$ cat config.mk
export PLATFORM = sky130hd
export DESIGN_NAME = tx_byte_sequencer_flat
export DESIGN_NICKNAME = d
export VERILOG_FILES = /design/src/rtl/tx_byte_sequencer_if.sv /design/src/rtl/tx_byte_sequencer.sv /design/src/flat_wrapper.sv
export SDC_FILE = /design/constraint.sdc
export NUM_CORES = 1
export LEC_CHECK = 0
export CORE_MARGIN = 2
export CORE_UTILIZATION = 45
export CTS_BUF_LIST = sky130_fd_sc_hd__clkbuf_4 sky130_fd_sc_hd__clkbuf_8 sky130_fd_sc_hd__clkbuf_16
export CTS_CLUSTER_DIAMETER = 50
export CTS_CLUSTER_SIZE = 10
export DETAILED_ROUTE_END_ITERATION = 16
export GPL_ROUTABILITY_DRIVEN = 0
export PLACE_DENSITY = 0.7
export SYNTH_ARGS = -nofsm -noshare
export SYNTH_HDL_FRONTEND = slang
export SYNTH_SLANG_ARGS = --single-unit
$ cat constraint.sdc
create_clock -name clk -period 3.6 [get_ports clk]
set_input_delay 0.36 -clock clk [delete_from_list [all_inputs] [get_ports clk]]
set_output_delay 0.36 -clock clk [all_outputs]
set_load 0.03 [all_outputs]
$ cat src/rtl/tx_byte_sequencer_if.sv
// Handshake and status bundle between a byte producer/consumer and tx_byte_sequencer.
// master drives bytes in and accepts bytes out; slave is the sequencer itself.
interface tx_byte_sequencer_if #(
    parameter int LVL_W = 7
);
    logic [7:0]       data_tx;
    logic             wren_fifo_tx;
    logic [7:0]       size_fifo_tx;
    logic             start_tx;
    logic             ready_tx;
    logic [7:0]       out_data;
    logic             out_valid;
    logic             out_ready;
    logic             tx_done;
    logic [LVL_W-1:0] fifo_level;
    logic             overflow;

    modport master (
        output data_tx, wren_fifo_tx, size_fifo_tx, start_tx, out_ready,
        input  ready_tx, out_data, out_valid, tx_done, fifo_level, overflow
    );

    modport slave (
        input  data_tx, wren_fifo_tx, size_fifo_tx, start_tx, out_ready,
        output ready_tx, out_data, out_valid, tx_done, fifo_level, overflow
    );
endinterface

$ cat src/rtl/tx_byte_sequencer.sv
// Byte FIFO plus frame sequencer: queues bytes, then on start_tx streams
// min(size, level) of them downstream over a valid/ready handshake.
//
//   state   | meaning
//   --------+------------------------------------------------------------
//   IDLE    | ready_tx high, waiting for start_tx; nothing presented
//   SEND    | out_valid high, head of FIFO on out_data, counting bytes
//   DONE    | one-cycle tx_done pulse, then back to IDLE
module tx_byte_sequencer #(
    parameter int DEPTH = 64,
    parameter int LVL_W = 7
) (
    input  logic                  clk,
    input  logic                  reset_n,
    tx_byte_sequencer_if.slave    bus
);
    localparam int PTR_W = $clog2(DEPTH);

    typedef enum logic [1:0] {
        ST_IDLE,
        ST_SEND,
        ST_DONE
    } state_t;

    state_t           r_state;
    logic [7:0]       r_mem [DEPTH];
    logic [PTR_W-1:0] r_wptr;
    logic [PTR_W-1:0] r_rptr;
    logic [LVL_W-1:0] r_level;
    logic [7:0]       r_count;
    logic             r_overflow;
    logic             r_out_valid;
    logic             r_tx_done;
    logic             r_ready_tx;

    logic             w_full;
    logic             w_xfer;
    logic             w_wr_acc;
    logic             w_wr_drop;
    logic             w_start;
    logic [8:0]       w_size9;
    logic [8:0]       w_lvl9;
    logic [7:0]       w_frame_cnt;

    assign w_full    = (r_level == LVL_W'(DEPTH));
    assign w_xfer    = r_out_valid & bus.out_ready;
    // A transfer in the same cycle frees a slot, so a write at full still lands.
    assign w_wr_acc  = bus.wren_fifo_tx & (~w_full | w_xfer);
    assign w_wr_drop = bus.wren_fifo_tx & ~w_wr_acc;
    assign w_start   = (r_state == ST_IDLE) & bus.start_tx;

    // Frame length is clamped to what is queued at the start cycle only.
    assign w_size9     = {1'b0, bus.size_fifo_tx};
    assign w_lvl9      = 9'(r_level);
    assign w_frame_cnt = (w_size9 <= w_lvl9) ? bus.size_fifo_tx : w_lvl9[7:0];

    always_ff @(posedge clk) begin
        if (w_wr_acc) begin
            r_mem[r_wptr] <= bus.data_tx;
        end
    end

    always_ff @(posedge clk or negedge reset_n) begin
        if (!reset_n) begin
            r_wptr  <= '0;
            r_rptr  <= '0;
            r_level <= '0;
        end else begin
            if (w_wr_acc) begin
                r_wptr <= r_wptr + PTR_W'(1);
            end
            if (w_xfer) begin
                r_rptr <= r_rptr + PTR_W'(1);
            end
            r_level <= r_level + LVL_W'(w_wr_acc) - LVL_W'(w_xfer);
        end
    end

    // A drop in the start cycle itself is still reported.
    always_ff @(posedge clk or negedge reset_n) begin
        if (!reset_n) begin
            r_overflow <= 1'b0;
        end else if (w_wr_drop) begin
            r_overflow <= 1'b1;
        end else if (w_start) begin
            r_overflow <= 1'b0;
        end
    end

    always_ff @(posedge clk or negedge reset_n) begin
        if (!reset_n) begin
            r_state     <= ST_IDLE;
            r_count     <= '0;
            r_out_valid <= 1'b0;
            r_tx_done   <= 1'b0;
            r_ready_tx  <= 1'b1;
        end else begin
            case (r_state)
                ST_IDLE: begin
                    r_tx_done <= 1'b0;
                    if (bus.start_tx) begin
                        r_count    <= w_frame_cnt;
                        r_ready_tx <= 1'b0;
                        if (w_frame_cnt == 8'd0) begin
                            r_state   <= ST_DONE;
                            r_tx_done <= 1'b1;
                        end else begin
                            r_state     <= ST_SEND;
                            r_out_valid <= 1'b1;
                        end
                    end
                end
                ST_SEND: begin
                    if (w_xfer) begin
                        r_count <= r_count - 8'd1;
                        if (r_count == 8'd1) begin
                            r_state     <= ST_DONE;
                            r_out_valid <= 1'b0;
                            r_tx_done   <= 1'b1;
                        end
                    end
                end
                ST_DONE: begin
                    r_state    <= ST_IDLE;
                    r_tx_done  <= 1'b0;
                    r_ready_tx <= 1'b1;
                end
                default: begin
                    r_state     <= ST_IDLE;
                    r_out_valid <= 1'b0;
                    r_tx_done   <= 1'b0;
                    r_ready_tx  <= 1'b1;
                end
            endcase
        end
    end

    assign bus.out_data   = r_mem[r_rptr];
    assign bus.out_valid  = r_out_valid;
    assign bus.ready_tx   = r_ready_tx;
    assign bus.tx_done    = r_tx_done;
    assign bus.fifo_level = r_level;
    assign bus.overflow   = r_overflow;
endmodule

$ cat src/flat_wrapper.sv
// flat-port wrapper written by rule: the top's interface ports become plain ports
module tx_byte_sequencer_flat 
#(
    parameter int DEPTH = 64,
    parameter int LVL_W = 7
)
  (clk, reset_n, bus_data_tx, bus_wren_fifo_tx, bus_size_fifo_tx, bus_start_tx, bus_out_ready, bus_ready_tx, bus_out_data, bus_out_valid, bus_tx_done, bus_fifo_level, bus_overflow);
  tx_byte_sequencer_if #(.LVL_W(LVL_W)) bus_i ();
  input  logic clk;
  input  logic reset_n;
  input wire logic [$bits(bus_i.data_tx)-1:0] bus_data_tx;
  input wire logic [$bits(bus_i.wren_fifo_tx)-1:0] bus_wren_fifo_tx;
  input wire logic [$bits(bus_i.size_fifo_tx)-1:0] bus_size_fifo_tx;
  input wire logic [$bits(bus_i.start_tx)-1:0] bus_start_tx;
  input wire logic [$bits(bus_i.out_ready)-1:0] bus_out_ready;
  output wire logic [$bits(bus_i.ready_tx)-1:0] bus_ready_tx;
  output wire logic [$bits(bus_i.out_data)-1:0] bus_out_data;
  output wire logic [$bits(bus_i.out_valid)-1:0] bus_out_valid;
  output wire logic [$bits(bus_i.tx_done)-1:0] bus_tx_done;
  output wire logic [$bits(bus_i.fifo_level)-1:0] bus_fifo_level;
  output wire logic [$bits(bus_i.overflow)-1:0] bus_overflow;
  assign bus_i.data_tx = bus_data_tx;
  assign bus_i.wren_fifo_tx = bus_wren_fifo_tx;
  assign bus_i.size_fifo_tx = bus_size_fifo_tx;
  assign bus_i.start_tx = bus_start_tx;
  assign bus_i.out_ready = bus_out_ready;
  assign bus_ready_tx = bus_i.ready_tx;
  assign bus_out_data = bus_i.out_data;
  assign bus_out_valid = bus_i.out_valid;
  assign bus_tx_done = bus_i.tx_done;
  assign bus_fifo_level = bus_i.fifo_level;
  assign bus_overflow = bus_i.overflow;
  tx_byte_sequencer #(.DEPTH(DEPTH), .LVL_W(LVL_W)) u_core (.clk(clk), .reset_n(reset_n), .bus(bus_i));
endmodule
==> results.py <==
metrics = {
    "floorplanning": {
        "die_w_um": 225,
        "rows": 80,
        "ios": 40,
        "die-area_um2": 50500,
        "start_util": 0.458,
        "die_h_um": 225,
        "core_um2": 47900,
    },
    "global_route": {
        "track_usage": 0.202,
        "grt_pass1_vias": 11700,
        "overflow": 0,
        "grt_start_max_net_pins": 65,
        "antenna_found_initial": 2,
        "grt_pass1_wl_um": 74900,
    },
    "synth": {
        "synth_area_um2": 21900,
        "synthesis.nets": 1213,
        "ys_ff_latch": 545,
        "async_flop_share": 0.0606,
        "synth_flop_cell": "edfxtp_1",
        "yosys_warnings": 0,
        "synth_cell_types": 65,
        "synth_edf_count": 512,
        "netlist_instances": 1171,
        "yosysTopAreaCell": "edfxtp_1",
        "ys_seq_area_frac": 0.738,
        "synth_top_cell_area_share": 0.701,
        "synth.area.top_cells": "edfxtp_1 70%, mux4_2 8.7%, dfrtp_1 3.6%",
        "synth.avg_cell_area_um2": 18.7,
    },
    "clock_network": {
        "cts.clk_slew.worst_paths_ns": 0.05,
        "cts_buffers": 66,
        "cts_tree": "done",
        "worstSkewPairLatency_ns": 0.57,
        "cts.sinks": 545,
        "cts.path.max_buffers": 3,
        "htreeDepth": 3,
        "clock-root-buffer": "clkbuf_16",
    },
    "power": {
        "total_power_mw": 19.3,
        "p_leak_nw": 8.44,
        "peakVddDrop_mv": 0.534,
        "power-per-cell-area_nw_per_um2": 764,
    },
    "critical_path": {
        "critPathLaunchType": "register",
        "path_class": "register to primary output",
        "startpoint": "u_core.r_rptr[0]",
        "slowest_stage": "dfrtp_4",
        "max_stage_delay_ns": 0.65,
        "crit_path_end_kind": "primary output",
        "r2r_start": "u_core.bus.fifo_level[5]",
        "cp_num_buf_inv": 2,
        "path_cells": "buf_4 > mux4_1 > o22ai_1 > or4_1 > o22ai_1 > buf_12",
        "required_ns": 3.24,
        "crit_arrival_ns": 3.13,
        "cp_max_fo": 15,
        "cp_top_family": "flip-flops",
        "cpMostUsedCell": "o22ai_1",
    },
    "placement": {
        "port_buffers": 39,
        "dp_worst_setup_slack_ns": 0.406,
        "placed_cells": 1836,
        "hpwl_um": 31300,
        "placed_area_um2": 23300,
    },
    "timing": {
        "tightest_slew_ns": 1.16,
        "relSlewSlack": 0.226,
        "setup_ws_ns": 0.113,
        "final_max_slew_viol_count": 0,
        "finalHoldViolCount": 0,
        "fin_crit_ns": 3.49,
        "max_freq_mhz": 287,
        "fin_setup_tns_ns": 0,
        "finalCritPeriodShare": 0.968,
        "rsz0062_at_grt": "false",
        "clock_skew_ns": 0.0229,
        "setup_violations": 0,
    },
    "job": {
        "drv_cap": 0,
    },
    "final_layout": {
        "final_cells": 1930,
        "syn_to_final_growth_pct": 15.1,
        "fin_area_um2": 25300,
        "nNetsFinal": 1333,
        "insertedDiodeCount": 0,
        "drive_above_1_share": 0.210,
    },
    "hold_path": {
        "min_path_type": "input pin to register",
        "min_from": "bus_data_tx[1]",
    },
    "detailed_routing": {
        "via_per_inst": 6.03,
        "wire_per_inst_um": 25.8,
        "drt-initial-drc-count": 1120,
        "firstDrtPassIters": 5,
        "drt_wl_total_um": 49800,
        "drc": 0,
        "drt.antenna.violating_nets": 0,
        "num_vias": 11600,
    },
    "run_status": {
        "outcome": "complete, no violations",
    },
}
-- kinds of logic (layout without fill, tap and decap cells) --
kind of cell | Yosys count | count (layout) | synth area share
AO/OA/AOI/OAI | 141 | 141 | 0.0457
AND/OR/NAND/NOR | 207 | 207 | 0.0458
buffers and inverters | 78 | 222 | 0.0204
multiplexers | 165 | 165 | 0.132
adder cells (fa/ha/maj) | 21 | 21 | 0.0123
flip-flops | 545 | 545 | 0.738
XOR/XNOR | 14 | 14 | 0.00559
-- per-layer routing --
layer | vias to the layer above | track usage | wire, um
met5 | - | 0 | 25
met1 | 6011 | 0.286 | 21200
li1 | 4995 | - | -
met4 | 4 | 0.0722 | 1520
met3 | 109 | 0.0444 | 3720
met2 | 521 | 0.310 | 23300
-- sequential cells by signal, indices dropped and copies added (netlist names), 2 cells and up --
signal	count
u_core.r_mem	512
u_core.r_count	8
u_core.bus.fifo_level	7
u_core.r_rptr	6
u_core.r_wptr	6
u_core.r_state	2
-- power breakdown --
group	switching [mW]	total (mW)	internal [mW]
clock network	2.35	5.89	3.54
logic	3.07	5.57	2.51
registers	0.507	7.83	7.33
-- cell type report --
cell class              count  area, um^2
clock buffers              83        1830
clock inverters             9        52.6
fillers                  3697       22700
inverters                  18        67.6
multi-input cells         548        5320
flip-flops and latches    545       16200
well taps                 615         769
repair buffers            112        1010
-- synth_stat cells, types with 8 or more instances --
| cell type | instances |
|---|---|
| nand2_1 | 37 |
| o21ai_0 | 15 |
| edfxtp_1 | 512 |
| nand2b_1 | 8 |
| nand4_1 | 12 |
| xnor2_1 | 11 |
| a22oi_1 | 25 |
| nand3_1 | 11 |
| o221ai_1 | 9 |
| buf_2 | 15 |
| o22a_1 | 14 |
| mux4_1 | 11 |
| inv_1 | 17 |
| o22ai_1 | 26 |
| mux4_2 | 85 |
| nor2_1 | 90 |
| mux2i_1 | 68 |
| nor3_1 | 9 |
| ha_1 | 20 |
| a21oi_1 | 21 |
| dfrtp_1 | 32 |
| clkbuf_1 | 24 |
-- what timing repair did --
| action | 4_1_cts | 5_1_grt |
|---|---|---|
| gates resized for setup | 0 | 4 |
| setup buffers | 1 | 0 |
| hold buffers | 1 | 0 |
| hold endpoints to repair | 32 | 0 |
| endpoints found under the setup margin | 2 | 8 |
-- cells in the final DEF (no fill, tap or decap), drive strengths merged, types with 2 or more instances in the layout --
cell and count:
a211oi 2, a21boi 2, a21o 4, a21oi 22, a22o 3, a22oi 25, a31oi 4, and4b 2
buf 89, clkbuf 83, clkdlybuf4s50 22, clkinv 7, dfrtp 32, edfxtp 512, ha 20, inv 20
mux2i 68, mux4 96, nand2 37, nand2b 8, nand3 11, nand3b 6, nand4 12, nand4b 3
nor2 90, nor2b 4, nor3 9, nor3b 2, nor4 4, nor4bb 2, o211ai 2, o21ai 15
o21bai 2, o221ai 9, o22a 14, o22ai 27, or3 5, or4 7, xnor2 11, xor2 3
-- stage by stage --
stage          hold WS, ns  utilization
2_1_floorplan       0.0644            -
3_3_place_gp         0.485        0.487
3_5_place_dp         0.491        0.487
4_1_cts              0.322        0.527
5_1_grt              0.342        0.527
6_report             0.349        0.527
-- worst reg2reg max path: stages (launching register included) --
cell	delay, ns
dfrtp_1	0.41
inv_1	0.16
ha_1	0.17
nand3_1	0.15
o41ai_4	0.37
clkinv_1	0.33
ha_1	0.32
inv_1	0.08
fa_1	0.20
nand2b_1	0.11
a21oi_1	0.07
o21ai_0	0.22
a21oi_1	0.11
nor3b_1	0.19
-- worst paths after layout --
path | end | cells after the start | slack, ns
worst max register to register | u_core.bus.fifo_level[6] | 13 | 0.62
min in group asynchronous | u_core.bus.tx_done | 2 | 0.44
worst max-delay path | bus_out_data[3] | 6 | 0.11
worst min register to register | u_core.bus.ready_tx | 1 | 0.51
max in group asynchronous | u_core.r_rptr[0] | 2 | 2.55
worst min-delay path | u_core.r_mem[24][1] | 1 | 0.35
No activity file was read; power rests on OpenSTA's default activity.
